$ cat src/rtl/shreg_serial_scheduler.sv
// Round-robin scheduler that shares one parallel-load shift register among NREQ
// requesters, serialising each accepted word MSB-first with an optional idle gap.
module shreg_serial_scheduler #(
  parameter int unsigned WIDTH = 32,
  parameter int unsigned NREQ  = 4,
  parameter int unsigned GAP   = 0
) (
  input  logic                    clk,
  input  logic                    rst,
  input  logic [NREQ-1:0]         req,
  input  logic [NREQ*WIDTH-1:0]   data,
  input  logic                    en,
  output logic [NREQ-1:0]         ack,
  output logic [NREQ-1:0]         grant,
  output logic                    so,
  output logic                    so_valid,
  output logic                    so_first,
  output logic                    so_last,
  output logic                    busy
);

  localparam int unsigned IDXW = (NREQ > 1) ? $clog2(NREQ) : 1;
  localparam int unsigned BW   = $clog2(WIDTH);
  localparam logic [BW-1:0]   LAST_BIT = BW'(WIDTH - 1);
  localparam logic [7:0]      GAP_M1   = (GAP > 0) ? 8'(GAP - 1) : 8'd0;

  typedef enum logic [1:0] {
    S_IDLE  = 2'd0,
    S_SHIFT = 2'd1,
    S_GAP   = 2'd2
  } state_t;

  state_t            state;
  logic [WIDTH-1:0]  shreg;
  logic [BW-1:0]     bitcnt;
  logic [7:0]        gapcnt;
  logic [IDXW-1:0]   last_winner;
  logic [IDXW-1:0]   winner;
  logic [IDXW-1:0]   idx;
  logic              found;

  // Search starts just after the previous winner and wraps modulo NREQ.
  always_comb begin
    found  = 1'b0;
    winner = '0;
    idx    = '0;
    for (int unsigned i = 1; i <= NREQ; i++) begin
      idx = IDXW'((32'(last_winner) + i) % NREQ);
      if (!found && req[idx]) begin
        found  = 1'b1;
        winner = idx;
      end
    end
  end

  always_ff @(posedge clk) begin
    if (rst) begin
      state       <= S_IDLE;
      shreg       <= '0;
      bitcnt      <= '0;
      gapcnt      <= '0;
      last_winner <= IDXW'(NREQ - 1);
      ack         <= '0;
      grant       <= '0;
    end else begin
      ack <= '0;
      case (state)
        S_IDLE: begin
          if (found) begin
            shreg       <= data[32'(winner)*WIDTH +: WIDTH];
            grant       <= NREQ'(1) << winner;
            ack         <= NREQ'(1) << winner;
            last_winner <= winner;
            bitcnt      <= '0;
            state       <= S_SHIFT;
          end
        end
        S_SHIFT: begin
          if (en) begin
            shreg <= {shreg[WIDTH-2:0], 1'b0};
            if (bitcnt == LAST_BIT) begin
              bitcnt <= '0;
              grant  <= '0;
              if (GAP > 0) begin
                gapcnt <= GAP_M1;
                state  <= S_GAP;
              end else begin
                state  <= S_IDLE;
              end
            end else begin
              bitcnt <= bitcnt + 1'b1;
            end
          end
        end
        S_GAP: begin
          if (en) begin
            if (gapcnt == '0) state <= S_IDLE;
            else              gapcnt <= gapcnt - 1'b1;
          end
        end
        default: state <= S_IDLE;
      endcase
    end
  end

  // The frame is fully shifted out by the time GAP/IDLE is entered, so so reads 0 there.
  assign so       = shreg[WIDTH-1];
  assign busy     = (state != S_IDLE);
  assign so_valid = (state == S_SHIFT) && en;
  assign so_first = so_valid && (bitcnt == '0);
  assign so_last  = so_valid && (bitcnt == LAST_BIT);

endmodule

$ cat config.mk
export PLATFORM = sky130hd
export DESIGN_NAME = shreg_serial_scheduler
export DESIGN_NICKNAME = d
export VERILOG_FILES = /design/src/rtl/shreg_serial_scheduler.sv
export SDC_FILE = /design/constraint.sdc
export NUM_CORES = 1
export LEC_CHECK = 0
export ABC_CLOCK_PERIOD_IN_PS = 4500
export BUFFER_PORTS_ARGS = -buffer_cell sky130_fd_sc_hd__buf_2
export CORE_UTILIZATION = 50
export DETAILED_ROUTE_END_ITERATION = 10
export GPL_TIMING_DRIVEN = 0
export PLACE_DENSITY = 0.91
export REMOVE_ABC_BUFFERS = 1
export SLEW_MARGIN = 20
export SYNTH_ARGS = -nofsm -noshare
export SYNTH_HDL_FRONTEND = slang
export SYNTH_SLANG_ARGS = --single-unit
$ cat constraint.sdc
create_clock -name clk -period 4.5 [get_ports clk]
set_input_delay 0.675 -clock clk [delete_from_list [all_inputs] [get_ports clk]]
set_output_delay 0.675 -clock clk [all_outputs]
set_load 0.01 [all_outputs]
**Word-level counts from Yosys, hierarchy flattened**

Cells that the tools add are included.
W data, S select, Z words.

- Flip-flop bits (word level): 57
- Output and inout bits: 13

- $add $sub $neg: 6
- $lt $le $gt $ge: 4
- Equal/unequal tests: 8
- Shifts and indexed selects: 2
- Mux-type cells: 33
- Bitwise logic cells: 3
- Reduce and logical (&&, ||, !) cells: 20

Operators by type and width:

| operator | number |
|---|---|
| $shiftx A128 B8 Y32 | 1 |
| $mux W32 | 2 |
| $pmux W32 S2 | 1 |
| $mux W2 | 9 |
| $mux W5 | 3 |
| $lt A2 B3 Y1 const B | 4 |
| $mux W4 | 3 |
| $ne A2 B2 Y1 const B | 5 |
| $pmux W5 S2 | 1 |
| $bmux W1 S2 | 4 |
| $logic_not A8 Y1 | 1 |
| $mux W1 | 8 |
| $pmux W4 S2 | 1 |
| $sub A8 B1 Y8 const B | 1 |
| $logic_and A1 B1 Y1 | 6 |
| $pmux W2 S3 | 1 |
| $reduce_and A3 Y1 | 2 |
| $add A5 B1 Y5 const B | 1 |
| $eq A5 B5 Y1 const B | 1 |
| $logic_not A5 Y1 | 1 |
| $reduce_and A5 Y1 | 1 |
| $add A2 B1 Y2 const B | 2 |
| $add A2 B2 Y2 const B | 2 |
| $reduce_and A4 Y1 | 1 |
| 9 further kinds | 14 |

**Depth between registers and ports, before layout**

Gate-level depths: netlist of run 1.

- Word-level depth: 16
- Gate-level depth with buffers: 9
- Depth with buffers taken out: 7

**Worst setup path after synthesis of run 1**

Ideal clock, no wire load.

- Path kind: input -> register
- From: input port req[2]
- To: register shreg[21]
- Library setup time: 0.140 ns
- Arrival time: 1.875 ns
- Data required time: 4.360 ns
- Setup slack: 2.485 ns
- Stages: 8
- Buffers on the path: 2
- Cells stage by stage: nand2b_1 -> a21boi_1 -> o21ai_2 -> buf_8 -> nand2_2 -> buf_2 -> a211oi_1 -> a211oi_1

- Word-level cells in the longest chain between the ends: 15
- Elaborated cells on any way between the ends: 27
- Classes of those cells: 1 x eq/ne; 1 x shift; 18 x mux; 7 x reduce/logical

RTL lines:

| element | RTL line | source |
|---|---|---|
| from (decl) | 10 | `input logic [NREQ-1:0] req,` |
| $bmux W1 S2 | 49 | `if (!found && req[idx]) begin` |
| $mux W1 (implied by the code) | 49 |  |
| $mux W1 | 49 |  |
| $logic_not A1 Y1 | 49 |  |
| $logic_and A1 B1 Y1 | 49 |  |
| $mux W1 | 49 |  |
| $logic_not A1 Y1 | 49 |  |
| $logic_and A1 B1 Y1 | 49 |  |
| $mux W1 | 49 |  |
| $logic_not A1 Y1 | 49 |  |
| $logic_and A1 B1 Y1 | 49 |  |
| $mux W2 | 49 |  |
| $shiftx A128 B8 Y32 | 70 | `shreg <= data[32'(winner)*WIDTH +: WIDTH];` |
| $mux W32 | 69 | `if (found) begin` |
| $pmux W32 S2 | 67 | `case (state)` |
| to (signal assigned) | 70 |  |
| to (signal assigned) | 80 | `shreg <= {shreg[WIDTH-2:0], 1'b0};` |
| to (decl) | 34 | `logic [WIDTH-1:0] shreg;` |

Several ways; a longest one is shown, not always the timed one. The select of a mux whose other input is x is not followed.
A chain may end at the register's enable or synchronous reset.

**Worst setup path in the final report of run 1**

- From: input port en
- To: output port so_last

- Word-level cells in the longest chain between the ends: 2

RTL lines:

| element | RTL line | source |
|---|---|---|
| from (decl) | 12 | `input logic en,` |
| $logic_and A1 B1 Y1 | 109 | `assign so_valid = (state == S_SHIFT) && en;` |
| $logic_and A1 B1 Y1 | 111 | `assign so_last = so_valid && (bitcnt == LAST_BIT);` |
| to (decl) | 18 | `output logic so_last,` |

Every way passes these cells.

==> impl_metrics.ini, run 1 <==
[sta]
worst_hold_slack_ns = 0.478
finClkSkew_ns = 0.00565
tightest_slew_ns = 1.05
maxSlewViolCount = 0
final.min_clock_period_ns = 3.31
post-route-period-util_pct = 73.6
relSlewSlack_pct = 29.6
timing.fmax_ghz = 0.302
finalSetupViolations = 0
final_hold_viol_count = 0
rsz0062_at_grt = no

[setup_path]
critical_path_required_ns = 3.83
startpoint_type = input port
crit_chain = buf_2 > nand2_1 > clkinv_1 > nand2_1 > inv_1 > buf_2
cp-end-kind = output pin
cp_max_fo = 32
r2r_cells = 5
slowest_stage = nand2_1
crit-reg2reg-launch = state[0]
rr_endpoint = grant[1]
crit_buf_inv = 4
r2r_setup_slack_ns = 2.00
worst_ep_arrival_time_ns = 2.64
cpPeakStageDelay_ns = 0.77
critical-path-top-delay-family = simple AND/OR/NAND/NOR gates
critPathKind = in -> out

[pwr]
p_seq_share_pct = 44.6
clkPwrFrac_pct = 21.6
combPwrFrac_pct = 33.9
power_uw = 1130
p_per_area_nw_per_um2 = 292
ir_drop_uv = 155
internal_power_uw = 762
p_sw_uw = 366
p_leak_uw = 0.00179
swShare_pct = 32.5

[die]
row_count = 27
core_area_um2 = 5640
die_w_um = 79.3
io_pins = 148
start_util_pct = 52.9
die_h_um = 79.3
dieArea_um2 = 6290

[detailed_routing]
vias = 3237
drc_errors = 0
antenna_left = 0
vias_per_cell = 5.64
routedWlPerCell_um = 13.9
drtIter0Drc = 148
routed_wl_um = 8000
first_pass_iters = 5

[synth]
yosysSeqAreaShare_pct = 32.2
synth_edf_count = 0
synth_top_area_share_pct = 32.2
synthXorXnorAreaFrac_pct = 0
synth_compound_area_share_pct = 25.2
synthAdderAreaFrac_pct = 1.26
yosys_warnings = 0
ys_top_cells_by_area = dfxtp_1 32%, mux2i_1 13%, a211oi_1 13%
synthMuxAreaShare_pct = 14.6
synthSimpleGateAreaFrac_pct = 20.9
synthArstFlopShare_pct = 0
synth_top_family_by_area = compound AO/OA/AOI/OAI gates
synth.distinct_cells = 42
synth_seq_cells = 48
syn_inst = 373
syn-cell-area_um2 = 2990
synth_area_leader_cell = dfxtp_1
postSynthAreaPerCell_um2 = 8.01
ys.flop_type = dfxtp_1

[grt]
grt_pass1_wl_um = 12800
met1_usage_pct = 27.1
antenna_found_initial = 0
grt_use_met3_pct = 5.98
globalRouteOverflowTotal = 0
track_usage_pct = 25.8
grtUsageMet2_pct = 49.7
grt_pass1_vias = 3067
grt_start_max_net_pins = 49
grt.busiest_layer = met2

[final_layout]
final_layout_size_suffix_gt1_share_pct = 33.3
nets = 640
final_cell_mix = 147 x buf_2, 69 x nor2_1, 50 x a211oi_1
synthToLayoutAreaGrowth_pct = 29.6
final_common_cell = buf_2
antennaDiodeCount = 0
fill_cells = 458
postLayoutCellArea_um2 = 3870

[min_path]
hold_depth = 2
hold_start = grant[3]
worstHoldEndpoint = grant[3]
holdCritPathClass = reg -> reg

[clock_tree]
post_cts_resized = 0
insertion_delay_ns = 0.30
cts_tree = done
root_buffer = clkbuf_8
cts.sinks = 48
path_clk_slew_ns = 0.09
cts.path.max_buffers = 2
post-cts-setup-buffer-count = 0
cts_hold_buf = 0
cts_made_buffers = 5
cts_htree_levels = 2

[placement]
dp_hpwl_um = 5910
place_area_um2 = 3790
numPortBuffers = 147
place_congestion = 0.836

[run_status]
outcome = finished clean

[flow_run]
drv_cap = 0
==> how the worst max path moves through the flow <==
stage                   from         to  cells after the start  slack (ns)
detailed placement        en    so_last                      6        1.19
global route        state[0]    so_last                      5        0.97
finish                    en    so_last                      6        1.19
floorplan             req[0]  shreg[16]                      6        0.12
global placement      req[0]  shreg[16]                      7       -1.10
CTS                       en    so_last                      6        1.19
==> tightest hold or removal path, cell delays in order, from the launching register on <==
cell	delay, ns
dfxtp_1	0.32
nand3_1	0.06
a21oi_1	0.06
==> synthesized netlist by cell type, drive strengths merged, types with 2 or more instances <==
cell and count:
nand3b 3, nor2 70, o21ai 27, a22oi 4, nand3 7, a311oi 4
a21oi 12, mux2i 38, inv 6, a211oi 50, clkbuf 14, o221ai 2
and3 2, mux2 3, nor3 5, a31oi 2, nor2b 25, buf 15
dfxtp 48, nor3b 2, nand2b 3, ha 3, nand2 12, o22a 4
==> cell type report <==
class | count | area (µm²) | area share, %
well taps | 72 | 90.1 | 2.33
repair buffers | 151 | 833 | 21.5
multi-input cells | 289 | 1880 | 48.6
inverters | 7 | 26.3 | 0.679
clock inverters | 1 | 5.00 | 0.129
clock buffers | 6 | 72.6 | 1.88
flip-flops and latches | 48 | 961 | 24.8
==> state kept, by name, summed over array words and instances, names as in the netlist <==
signal / count
ack: 4
grant: 4
bitcnt: 5
shreg: 32
last_winner: 2
state: 1
==> layer usage <==
metal	vias up	part of all wire (%)
met5	-	0
met4	0	2.0
met3	18	7.2
met2	143	51
met1	1466	40
li1	1610	-
==> power by group through the flow <==
stage | sequential (µW) | clock (µW) | combinational (µW)
after floorplan | 508 | 0 | 228
after global placement | 510 | 0 | 345
after detailed placement | 512 | 0 | 382
after CTS | 502 | 250 | 383
after global routing | 509 | 263 | 418
final | 503 | 243 | 382
==> per-stage QoR <==
stage	std cells	setup slack [ns]	util, %	TNS, ns
floorplan	344	0.125	-	0
global placement	563	-1.10	65.0	-9.07
detailed placement	567	1.19	67.2	0
CTS	574	1.19	68.6	0
global route	574	0.974	68.6	0
finish	574	1.19	68.6	0
==> kinds of logic after synthesis <==
family          after synthesis
mux                          42
compound gates              111
flops                        48
buf+inv                      36
fa+ha+maj                     3
simple gates                133
(Power assumes the default switching activity.)
==> run 2: changes to the inputs <==
--- a/config.mk
+++ b/config.mk
@@ -5,12 +5,12 @@
 export SDC_FILE = /design/constraint.sdc
 export NUM_CORES = 1
 export LEC_CHECK = 0
-export ABC_CLOCK_PERIOD_IN_PS = 4500
+export ABC_CLOCK_PERIOD_IN_PS = 3500
 export BUFFER_PORTS_ARGS = -buffer_cell sky130_fd_sc_hd__buf_2
-export CORE_UTILIZATION = 50
+export CORE_UTILIZATION = 46
 export DETAILED_ROUTE_END_ITERATION = 10
 export GPL_TIMING_DRIVEN = 0
-export PLACE_DENSITY = 0.91
+export PLACE_DENSITY = 0.85
 export REMOVE_ABC_BUFFERS = 1
 export SLEW_MARGIN = 20
 export SYNTH_ARGS = -nofsm -noshare
==> constraint.sdc (replaced) <==
create_clock -name clk -period 3.5 [get_ports clk]
set_input_delay 0.525 -clock clk [delete_from_list [all_inputs] [get_ports clk]]
set_output_delay 0.525 -clock clk [all_outputs]
set_load 0.01 [all_outputs]
==> run 2 against run 1 <==
Cell count increased by 0.87%. Critical path type is now reg -> out. Routed wire length decreased by 3.1%. Sequential power increased by 29%. Clock-buffer cell count unchanged. Final area increased by 0.94%. Clock power increased by 38%. Highest routed layer unchanged. Non-clock buffer count increased by 1.
==> impl_metrics.ini, run 2 (same netlist as run 1, synthesis figures left out) <==
[run_status]
outcome = finished clean

[setup_path]
startpoint_type = register
worst_ep_arrival_time_ns = 2.19
critical_path_required_ns = 2.97
slowest_stage = nand2_2
cp_max_fo = 32
cpPeakStageDelay_ns = 0.52
crit_chain = nand2_2 > clkinv_1 > nand2_1 > inv_1 > buf_2
critPathKind = reg -> out
cp-end-kind = output pin

[pwr]
power_uw = 1470
ir_drop_uv = 201
p_per_area_nw_per_um2 = 376
p_leak_uw = 0.00180

[grt]
track_usage_pct = 23.3
grt_start_max_net_pins = 49
globalRouteOverflowTotal = 0
grt_pass1_wl_um = 12300
antenna_found_initial = 0
grt_pass1_vias = 2910

[min_path]
holdCritPathClass = reg -> reg

[die]
die_h_um = 82.6
start_util_pct = 49.0
dieArea_um2 = 6820
io_pins = 148
die_w_um = 82.6
core_area_um2 = 6100
row_count = 28

[sta]
final.min_clock_period_ns = 2.71
finClkSkew_ns = 0.00334
post-route-period-util_pct = 77.5
tightest_slew_ns = 0.854
timing.fmax_ghz = 0.369
rsz0062_at_grt = no
relSlewSlack_pct = 43.1
maxSlewViolCount = 0
finalSetupViolations = 0
final_hold_viol_count = 0

[placement]
place_congestion = 0.777
numPortBuffers = 147
dp.cells = 571
place_area_um2 = 3810
dp_hpwl_um = 5890

[detailed_routing]
drc_errors = 0
drtIter0Drc = 124
routed_wl_um = 7760
first_pass_iters = 4
routedWlPerCell_um = 13.4
antenna_left = 0
vias_per_cell = 5.42
vias = 3141

[final_layout]
synthToLayoutAreaGrowth_pct = 30.8
final_common_cell = buf_2
fin_cells = 579
antennaDiodeCount = 0
reg_top3 = shreg (32), bitcnt (5)
final_layout_size_suffix_gt1_share_pct = 33.9
final_cell_mix = 147 x buf_2, 69 x nor2_1, 50 x a211oi_1
postLayoutCellArea_um2 = 3910
nets = 641
largest_reg_flops = 32
top_register = shreg

[clock_tree]
cts_htree_levels = 2
cts_made_buffers = 5
root_buffer = clkbuf_8
cts.path.max_buffers = 2
cts.sinks = 48
path_clk_slew_ns = 0.08
insertion_delay_ns = 0.29
post-cts-setup-buffer-count = 0
cts_tree = done
cts_hold_buf = 0
post_cts_resized = 0

[flow_run]
drv_cap = 0
[run 2: metal layers]
layer | part of all wire (%) | global-route usage (%)
met1 | 42 | 25.9
met2 | 52 | 45.4
met3 | 5.7 | 4.18
met4 | 0.98 | 5.52
met5 | 0 | 0
[run 2: cell type report]
type                            instances  area (µm²)
Inverter                                7        26.3
Multi-Input combinational cell        289        1880
Tap cell                               75        93.8
Fill cell                             553        2190
Clock buffer                            6        82.6
Sequential cell                        48         961
Timing Repair Buffer                  152         848
Clock inverter                          2        10.0
[run 2: critical path, delay by kind of cell, from the launching register on]
family	cells	cell delay (ns)
and+or+nand+nor	2	0.83
DFF	1	0.45
buffers and inverters	3	0.62
[run 2: final timing paths]
check | from | endpoint | slack, ns | depth (start not counted)
max | state[0] | so_last | 0.79 | 5
min | grant[1] | grant[1] | 0.47 | 2
max reg2reg | last_winner[1] | shreg[31] | 1.09 | 6
min reg2reg | grant[1] | grant[1] | 0.47 | 2
[run 2: stage by stage]
step / util (%) / TNS, ns / worst slack [ns] / hold WS (ns)
after floorplan: - / -8.19 / -0.725 / 0.447
after global placement: 60.2 / -40.79 / -1.85 / 0.456
after detailed placement: 62.5 / 0 / 0.434 / 0.466
after CTS: 64.0 / 0 / 0.279 / 0.478
after global routing: 64.1 / 0 / 0.586 / 0.504
final: 64.1 / 0 / 0.787 / 0.475
[run 2: report_power, final]
part	internal, µW	switching (µW)
combinational	236	249
clock	158	178
sequential	609	37.6
total	1000	465
